File: src/rtl/inst_fetch_unit.sv
// Instruction fetch stage: PC, 2-entry prefetch buffer with valid/ready to decode,
// redirect with flush, and halt-on-opcode stop.
module inst_fetch_unit #(
  parameter int unsigned          ADDR_W   = 8,
  parameter int unsigned          DATA_W   = 8,
  parameter logic [ADDR_W-1:0]    RESET_PC = '0,
  parameter logic [DATA_W-1:0]    HALT_OP  = '1
) (
  input  logic              clk,
  input  logic              reset,
  output logic [ADDR_W-1:0] inst_address,
  input  logic [DATA_W-1:0] instruction,
  output logic              inst_valid,
  output logic [DATA_W-1:0] inst_data,
  output logic [ADDR_W-1:0] inst_pc,
  input  logic              inst_ready,
  input  logic              redirect,
  input  logic [ADDR_W-1:0] redirect_pc,
  output logic              stopped
);

  localparam int unsigned DEPTH = 2;
  localparam int unsigned CNT_W = 2;

  typedef struct packed {
    logic [ADDR_W-1:0] pc;
    logic [DATA_W-1:0] data;
  } entry_t;

  typedef enum logic {
    RUN     = 1'b0,
    STOPPED = 1'b1
  } state_e;

  state_e            state_q, state_d;
  logic [ADDR_W-1:0] pc_q;
  logic [CNT_W-1:0]  count_q;
  logic              rd_ptr_q, wr_ptr_q;
  entry_t            fifo_q [DEPTH];
  logic              pop_c, push_c;

  assign pop_c  = inst_valid & inst_ready & ~redirect;
  assign push_c = (state_q == RUN) & ~redirect & ((count_q < CNT_W'(DEPTH)) | pop_c);

  assign inst_address = pc_q;

  // PC and prefetch buffer; redirect flushes and overrides any push/pop
  always_ff @(posedge clk or posedge reset) begin
    if (reset) begin
      pc_q      <= RESET_PC;
      count_q   <= '0;
      rd_ptr_q  <= 1'b0;
      wr_ptr_q  <= 1'b0;
      fifo_q[0] <= '0;
      fifo_q[1] <= '0;
    end else if (redirect) begin
      pc_q     <= redirect_pc;
      count_q  <= '0;
      rd_ptr_q <= 1'b0;
      wr_ptr_q <= 1'b0;
    end else begin
      if (push_c) begin
        fifo_q[wr_ptr_q] <= '{pc: pc_q, data: instruction};
        wr_ptr_q         <= ~wr_ptr_q;
        pc_q             <= pc_q + ADDR_W'(1);
      end
      if (pop_c) begin
        rd_ptr_q <= ~rd_ptr_q;
      end
      unique case ({push_c, pop_c})
        2'b10:   count_q <= count_q + CNT_W'(1);
        2'b01:   count_q <= count_q - CNT_W'(1);
        default: count_q <= count_q;
      endcase
    end
  end

  always_ff @(posedge clk or posedge reset) begin
    if (reset) state_q <= RUN;
    else       state_q <= state_d;
  end

  always_comb begin
    state_d = state_q;
    unique case (state_q)
      RUN:     if (push_c && (instruction == HALT_OP)) state_d = STOPPED;
      STOPPED: if (redirect) state_d = RUN;
      default: state_d = RUN;
    endcase
  end

  // Head of buffer and FSM status; data/pc read as zero when empty
  always_comb begin
    stopped    = 1'b0;
    inst_valid = 1'b0;
    inst_data  = '0;
    inst_pc    = '0;
    if (state_q == STOPPED) stopped = 1'b1;
    if (count_q != '0) begin
      inst_valid = 1'b1;
      inst_data  = fifo_q[rd_ptr_q].data;
      inst_pc    = fifo_q[rd_ptr_q].pc;
    end
  end

endmodule

File: config.mk
export PLATFORM = sky130hd
export DESIGN_NAME = inst_fetch_unit
export DESIGN_NICKNAME = d
export VERILOG_FILES = /design/src/rtl/inst_fetch_unit.sv
export SDC_FILE = /design/constraint.sdc
export NUM_CORES = 1
export LEC_CHECK = 0
export CORE_MARGIN = 2
export CORE_UTILIZATION = 40
export CTS_CLUSTER_SIZE = 25
export DETAILED_ROUTE_END_ITERATION = 10
export DONT_BUFFER_PORTS = 1
export GPL_TIMING_DRIVEN = 0
export PLACE_DENSITY_LB_ADDON = 0.2
export SYNTH_ARGS = -nofsm -noshare
export SYNTH_HDL_FRONTEND = slang
export SYNTH_SLANG_ARGS = --single-unit
File: constraint.sdc
create_clock -name clk -period 3.5 [get_ports clk]
set_clock_uncertainty 0.1 [all_clocks]
set_input_delay 0.7 -clock clk [delete_from_list [all_inputs] [get_ports clk]]
set_output_delay 0.7 -clock clk [all_outputs]
set_load 0.1 [all_outputs]
Word level (Yosys, flattened, before mapping) --
Cells that the tools add are included.
Word-level totals: RAM bits 0, logic and storage cells 58, latch bits 0, memories kept 0, register bits after elaboration 45, ROM bits 0, output and inout port bits 26
Operators by class: shifts and indexed selects 0, bitwise logic cells 11, divide/modulo/power cells 0, multiplexer cells 21, order comparisons 4, reductions and logical operators 7, equal/unequal tests 3, add/sub/neg operators 3, multiply operators 0
Operators by type and width (number):
- $mux W16 | 4
- $bwmux W32 | 1
- $mux W8 | 4
- $demux W16 S1 | 1
- $add A8 B1 Y8 const B | 1
- $eq A8 B8 Y1 const B | 1
- $mux W1 | 8
- $reduce_bool A2 Y1 | 3
- $and A1 B1 Y1 | 4
- $ge A2 B2 Y1 const B | 2
- $not A1 Y1 | 4
- $not A1 Y2 | 2
- $pmux W2 S2 | 1
- $reduce_bool A3 Y1 | 1
- $add A2 B1 Y2 const B | 1
- $eq A2 B1 Y1 const B | 1
- $eq A2 B2 Y1 const B | 1
- $logic_and A1 B1 Y1 | 2
- $lt A2 B1 Y1 const B | 1
- $lt A2 B2 Y1 const B | 1
- $mux W2 | 1
- $pmux W1 S2 | 1
- $reduce_and A2 Y1 | 1
- $sub A2 B1 Y2 const B | 1
- $or A1 B1 Y1 | 1

Logic depth before layout (Yosys ltp) --
Gate-level depths: netlist of run 1.
depth in word-level cells 9, mapped depth 5, gate-level depth less buffers 5

Worst setup path after synthesis of run 1 --
OpenSTA, ideal clock, no wires.
path kind register to output, start point reg rd_ptr_q, end point out inst_data[0], arrival 2340 ps, setup slack 360 ps, stages on the path, launching flop included 5, required time 2700 ps, cells stage by stage dfrtp_1 > clkbuf_1 > buf_2 > mux2i_1 > nor2_1
Between the ends: word-level cells in the longest chain between the ends 5
RTL lines:
- start: declaration | RTL line 38 | logic rd_ptr_q, wr_ptr_q;
- start signal: assignment | RTL line 68 | rd_ptr_q <= ~rd_ptr_q;
- $not A1 Y2 (not written as such) | RTL line 101 | inst_data = fifo_q[rd_ptr_q].data;
- $mux W16 (3 in a row)
- $mux W8 | RTL line 99 | if (count_q != '0) begin
- end: declaration | RTL line 14 | output logic [DATA_W-1:0] inst_data,
Every way passes these cells. The select of a mux whose other input is x is not followed.

Final worst setup path of run 1 --
start point reg rd_ptr_q, end point out inst_pc[6]
Between the ends: word-level cells in the longest chain between the ends 5
RTL lines:
- $not A1 Y2 (not written as such) | RTL line 102 | inst_pc = fifo_q[rd_ptr_q].pc;
- $mux W16 (not written as such) (3 in a row) | RTL line 102
- $mux W8 | RTL line 99
- end: declaration | RTL line 15 | output logic [ADDR_W-1:0] inst_pc,
Every way passes these cells. The select of a mux whose other input is x is not followed.

==> metrics.txt, run 1 <==
pwr/cell area=between 700 and 800 mW/mm²; vias in the first global route=around 1400; CP Launch Type=register; setup TNS=0 ns; area of the die=0.00605 mm²; Port Buf Inserts=0; Detail Placement HPWL=around 3300 µm; sw frac=a little under half; status=finished, final reports clean; hold crit path type=input port to async pin; Yosys reg bits=45; CTS Buffer Depth=2; maximum vdd drop=~0.34 mV; Total Power=between 1500 and 2000 µW; Die W=77.8 µm; Worst-Skew Late Latency=about 0.28 ns; RePlAce Congestion=around 0.82; worst path cell trace=clkbuf_1, buf_2, mux2i_1, nor2_2; DR vias/cell=5.14; period utilization=between 90% and 100%; reg2reg end=inst_address[7]; Finished Layout Cells=between 200 and 300; WL final=4410 µm; worst r2r src=inst_address[1]; most frequent cells in the layout=dfrtp_1, mux2_2, mux2i_1; Arrival @ worst endpoint=2.45 ns; Syn Nets=roughly 210; final-stage net count=about 210; CP startpoint=rd_ptr_q; flop-to-flop setup slack=between 1 and 1.5 ns; Top Metal Used=met4; Post-Synthesis Cells=around 180; ANT nets after route=0; Synth Cell Area=0.00218 mm²; antenna violations before repair=0; Setup crit end kind=output pin; First-pass DRT Iterations=4; commonest non-fill, non-tap cell in the layout=dfrtp_1; CTS Hold Buffers Added=0; row count=26; Placed Cells=about 250; CTS root buf=clkbuf_8; # diodes=0; instance count on the critical path=4; CP max stage delay=roughly 0.82 ns; switching power=893 µW; IO Pins=46; final hold vios=0; crit path buf inv count=2; slew margin rel.=25.0%; clock sinks=45; Clk pin slew, worst setup/hold paths=roughly 0.08 ns; Final min period=~3.3 ns; worst-path fanout max=10; total track usage=between 15 and 20%; design area=around 0.0024 mm²; critical path's slowest cell=nor2_2; Internal Pwr Total=between 900 and 1000 µW; H-Tree Depth=2; fin. max-slew vios=0; met3 wire length=318 µm; area grow syn2layout=9.78%; TritonCTS clock tree=done; max capacitance violation total=0; Initial Utilization=42.1%; unique cell type count in the Yosys netlist=27; drt drc=0; layout cells sized above 1=about a third; core region area=0.00517 mm²; Slew @ Worst Pin=between 1 and 1.5 ns; DR vias=about 1300; RSZ-0062 raised after global routing=no; post-synthesis sequential area ratio=between 50% and 60%; CTS buffer count=5; R2R depth=4; Overflow after GRT=0; pin count of the biggest net entering global routing=between 40 and 50; leakage power=approximately 0.00096 µW; initial DRC count=between 70 and 80; placed instance area=0.00230 mm²; Met1 Wirelength=about 1900 µm; Setup violations, final=0; synth warn=0; Die Y=77.8 µm; first-pass GRT wire length=~7400 µm; DR WL met2=between 2000 and 2500 µm; FMAX=0.308 GHz; clock share of power=between 15 and 20%; Comb pwr share=between 30% and 40%; syn avg cell area=about 12 µm²; Critical Path Sink=inst_pc[6]; Avg WL per Cell=~17 µm; Reg power frac=approximately 45%; delay-heaviest family, CP=buffers and inverters; Critical Path RT=between 2 and 3 ns; Setup CP Type=register to output pin
## state kept, by name, indices dropped and copies added, names as in the netlist
name	flops
inst_address	8
wr_ptr_q	1
count_q	2
state_q	1
fifo_q	32
rd_ptr_q	1
## worst min path at each step
stage,from,to,slack (ns),cells past startpoint
finish,reset,fifo_q[16],0.38,1
global placement,fifo_q[18],fifo_q[18],0.39,1
CTS,fifo_q[26],fifo_q[26],0.41,1
floorplan,fifo_q[16],fifo_q[16],0.38,1
detailed placement,fifo_q[26],fifo_q[26],0.39,1
global route,fifo_q[0],fifo_q[0],0.43,1
## what timing repair did
item,4_1_cts,5_1_grt
endpoints found under the setup margin,0,1
gates resized for setup,0,1
setup buffers,0,0
## metrics by stage
step / setup WS [ns] / hold slack (ns) / util (%)
after CTS: 0.0235 / 0.413 / 46.1
after detailed placement: 0.361 / 0.395 / 44.5
after global routing: 0.0777 / 0.427 / 46.2
after floorplan: 0.360 / 0.380 / -
final: 0.249 / 0.379 / 46.2
after global placement: 0.0555 / 0.389 / 43.8
## worst register-to-register path, cell delays in order, from the launching register on
cell and delay (ns):
dfrtp_1 1.02, nand2_1 0.26, or3_1 0.40, o31a_1 0.28, o31a_1 0.27
## Yosys cell counts
| cell type | count | share of area (%) |
|---|---|---|
| or3_1 | 1 | 0.29 |
| nor4_1 | 2 | 0.57 |
| a21oi_1 | 3 | 0.69 |
| nor4_4 | 1 | 0.98 |
| o31a_1 | 2 | 0.81 |
| nand2b_1 | 3 | 0.86 |
| nand2_1 | 10 | 1.7 |
| mux2i_1 | 18 | 8.3 |
| buf_6 | 1 | 0.52 |
| nor2b_4 | 1 | 0.63 |
| ha_1 | 1 | 0.57 |
| xor2_1 | 1 | 0.40 |
| nand4_1 | 3 | 0.86 |
| clkbuf_1 | 5 | 0.86 |
| o21ai_0 | 10 | 2.3 |
| buf_2 | 1 | 0.23 |
| xnor2_1 | 7 | 2.8 |
| mux2_2 | 32 | 17 |
| nor2_1 | 24 | 4.1 |
| a2bb2oi_1 | 1 | 0.40 |
| dfrtp_1 | 45 | 52 |
| buf_4 | 2 | 0.69 |
| inv_1 | 5 | 0.86 |
| nor4b_1 | 1 | 0.40 |
| nor4b_4 | 1 | 1.1 |
| nand3_1 | 1 | 0.23 |
| nor3_1 | 2 | 0.46 |
## cells by family (layout without fill, tap and decap cells)
group	count (synthesis)	in the layout	share of synthesized area (%)
mux	50	50	24.8
simple gates	50	50	12.2
flops	45	45	51.8
compound gates	16	16	4.20
buf+inv	14	22	3.16
xor+xnor	8	8	3.22
fa+ha+maj	1	1	0.575
## cell type report
| class | instances | area [µm²] |
|---|---|---|
| fill | 459 | 2780 |
| sequential | 45 | 1130 |
| multi-input combinational | 125 | 1020 |
| tap | 70 | 87.6 |
| clock buffer | 6 | 72.6 |
| buffer | 9 | 50.0 |
| inverter | 5 | 18.8 |
| clock inverter | 2 | 10.0 |
## power by group through the flow
stage	registers, µW	clock network, µW	logic [µW]
final	838	304	739
after global placement	839	0	706
after floorplan	819	0	664
after CTS	841	317	747
after global routing	860	343	782
after detailed placement	852	0	747
## layer usage
layer  up-vias  global-route usage, %
met1       657                   20.3
met4         0                   3.93
met3         4                   6.16
met5         -                      0
met2        36                   25.0
li1        650                      -
Note: power is estimated with default switching activity, not from simulation.
==> inputs of run 2 (changes only) <==
- GPL_TIMING_DRIVEN: 0 -> 1
==> run 2 against run 1 <==
Count of clock-buffer cells in the layout unchanged; sequential share of layout area fell by 3.7 points; worst setup slack better by 0.69 ns; cell area up 8.6%; power grew 10%; die area unchanged; combinational power increased by 23%; critical path type unchanged; critical endpoint is now inst_valid; largest cell class unchanged.
==> metrics.txt, run 2 (synthesized netlist as in run 1, its figures left out) <==
status=finished, final reports clean; commonest non-fill, non-tap cell in the layout=dfrtp_1; first-pass GRT wire length=7770 µm (+5.2%); clock sinks=45 (unchanged); fillers=484 (+5.4%); max reg flops=32 (unchanged); TritonCTS clock tree=done; row count=26 (unchanged); Die Y=77.8 µm (unchanged); most frequent cells in the layout=dfrtp_1, mux2_2, buf_4; pwr/cell area=797 mW/mm² (+1.3%); layout cells sized above 1=42.0% (+8.6 points); Slew @ Worst Pin=1.06 ns (-0.0635 ns); FMAX=0.390 GHz (+27%); Final min period=2.56 ns (-0.688 ns); Post-CTS Setup Bufs=0 (unchanged); Detail Placement HPWL=3330 µm (+0.95%); Clk pin slew, worst setup/hold paths=0.08 ns (about the same); instance count on the critical path=4 (unchanged); CTS Buffer Depth=2 (unchanged); CP Launch Type=register; DR vias/cell=5.13 (-0.13%); flop-to-flop setup slack=1.50 ns (+0.45 ns); Initial Utilization=42.1% (unchanged); IO Pins=46 (unchanged); Critical Path RT=2.70 ns (about the same); maximum vdd drop=0.546 mV (+62%); R2R depth=3 (-1); Arrival @ worst endpoint=1.76 ns (-0.69 ns); Core Util, Final=50.1% (+4.0 points); CTS Hold Buffers Added=0 (unchanged); period utilization=73.2% (-20 points); area grow syn2layout=19.2%; CP startpoint=count_q[1]; reg2reg end=inst_address[7]; RSZ-0062 raised after global routing=no; CTS root buf=clkbuf_8; Critical Path Sink=inst_valid; # diodes=0 (unchanged); Die W=77.8 µm (unchanged); H-Tree Depth=2 (unchanged); setup TNS=0 ns (unchanged); max capacitance violation total=0 (unchanged); final-stage net count=232 (+9.4%); CP max stage delay=0.44 ns (-0.38 ns); register area=0.00113 mm² (unchanged); leakage power=0.00109 µW (+14%); core region area=0.00517 mm² (unchanged); ANT nets after route=0 (unchanged); delay-heaviest family, CP=buffers and inverters; initial DRC count=92 (+30%); Multi-input gate area=0.00102 mm² (unchanged); Port Buf Inserts=0 (unchanged); DR vias=1448 (+7.5%); hold crit path type=input port to async pin; Setup crit end kind=output pin; First-pass DRT Iterations=4 (unchanged); drt drc=0 (unchanged); Most flops, register=fifo_q; worst-path fanout max=10 (unchanged); worst r2r src=inst_address[6]; antenna violations before repair=0 (unchanged); crit path buf inv count=3 (+1); WL final=4520 µm (+2.6%); design area=0.00259 mm² (+8.6%); RePlAce Congestion=0.844 (+2.5%); CP dominant cell by count=buf_4; worst path cell trace=nor2_2, buf_4, inv_1, buf_4; placed instance area=0.00247 mm² (+7.4%); Avg WL per Cell=16.0 µm (-4.7%); Setup violations, final=0 (unchanged); Worst-Skew Late Latency=0.29 ns (about the same); pin count of the biggest net entering global routing=46 (unchanged); area of the die=0.00605 mm² (unchanged); fin. max-slew vios=0 (unchanged); CTS buffer count=5 (unchanged); Overflow after GRT=0 (unchanged); Setup CP Type=register to output pin; total track usage=16.5% (+0.69 points); vias in the first global route=1575 (+11%); slew margin rel.=29.2% (+4.2 points); critical path's slowest cell=dfrtp_1; final hold vios=0 (unchanged); post-CTS sizing=0 (unchanged)
[run 2: cell types whose count changed in the layout (fill, tap and decap cells not counted), sizes merged]
cell      change
clkinv        -1
clkinvlp      +1
buf          +25
clkbuf        -5
bufinv        +1
inv           -1
[run 2: worst min-delay path by stage]
| stage | endpoint | slack (ns) | cells after the start |
|---|---|---|---|
| after floorplan | fifo_q[16] | 0.38 | 1 |
| final | fifo_q[0] | 0.32 | 2 |
| after detailed placement | fifo_q[29] | 0.39 | 1 |
| after global placement | fifo_q[17] | 0.39 | 1 |
| after CTS | fifo_q[23] | 0.33 | 2 |
| after global routing | rd_ptr_q | 0.34 | 1 |
[run 2: per-stage QoR]
step	std cells	hold WS [ns]	power, µW	worst slack (ns)
4_1_cts	282	0.333	2090	0.911
6_report	282	0.323	2070	0.937
3_5_place_dp	274	0.394	1690	1.24
5_1_grt	282	0.341	2170	0.784
3_3_place_gp	274	0.388	1660	1.27
2_1_floorplan	184	0.380	1480	0.360
[run 2: area by class of cell]
type | count | area share (%)
Inverter | 5 | 0.724
Clock buffer | 6 | 3.18
Timing Repair Buffer | 29 | 8.39
Clock inverter | 2 | 1.45
Sequential cell | 45 | 43.4
Tap cell | 70 | 3.38
Multi-Input combinational cell | 125 | 39.5
[run 2: worst register-to-register path: stages, from the launching register on]
cell     delay [ns]
dfrtp_1        1.05
inv_1          0.15
o31a_1         0.33
o31a_1         0.27
[run 2: routing by layer]
layer | vias to the layer above | share of wire (%) | GRT usage (%)
met5 | - | 0 | 0
met1 | 715 | 41 | 18.8
met4 | 0 | 1.8 | 6.07
li1 | 690 | - | -
met2 | 34 | 51 | 28.8
met3 | 9 | 5.9 | 5.12
[run 2: report_power, final]
group / switching (µW) / internal [µW] / leakage (µW) / total, µW
registers: 98.8 / 658 / 0.000540 / 756
logic: 641 / 270 / 0.000491 / 911
clock network: 169 / 232 / 0.0000574 / 401
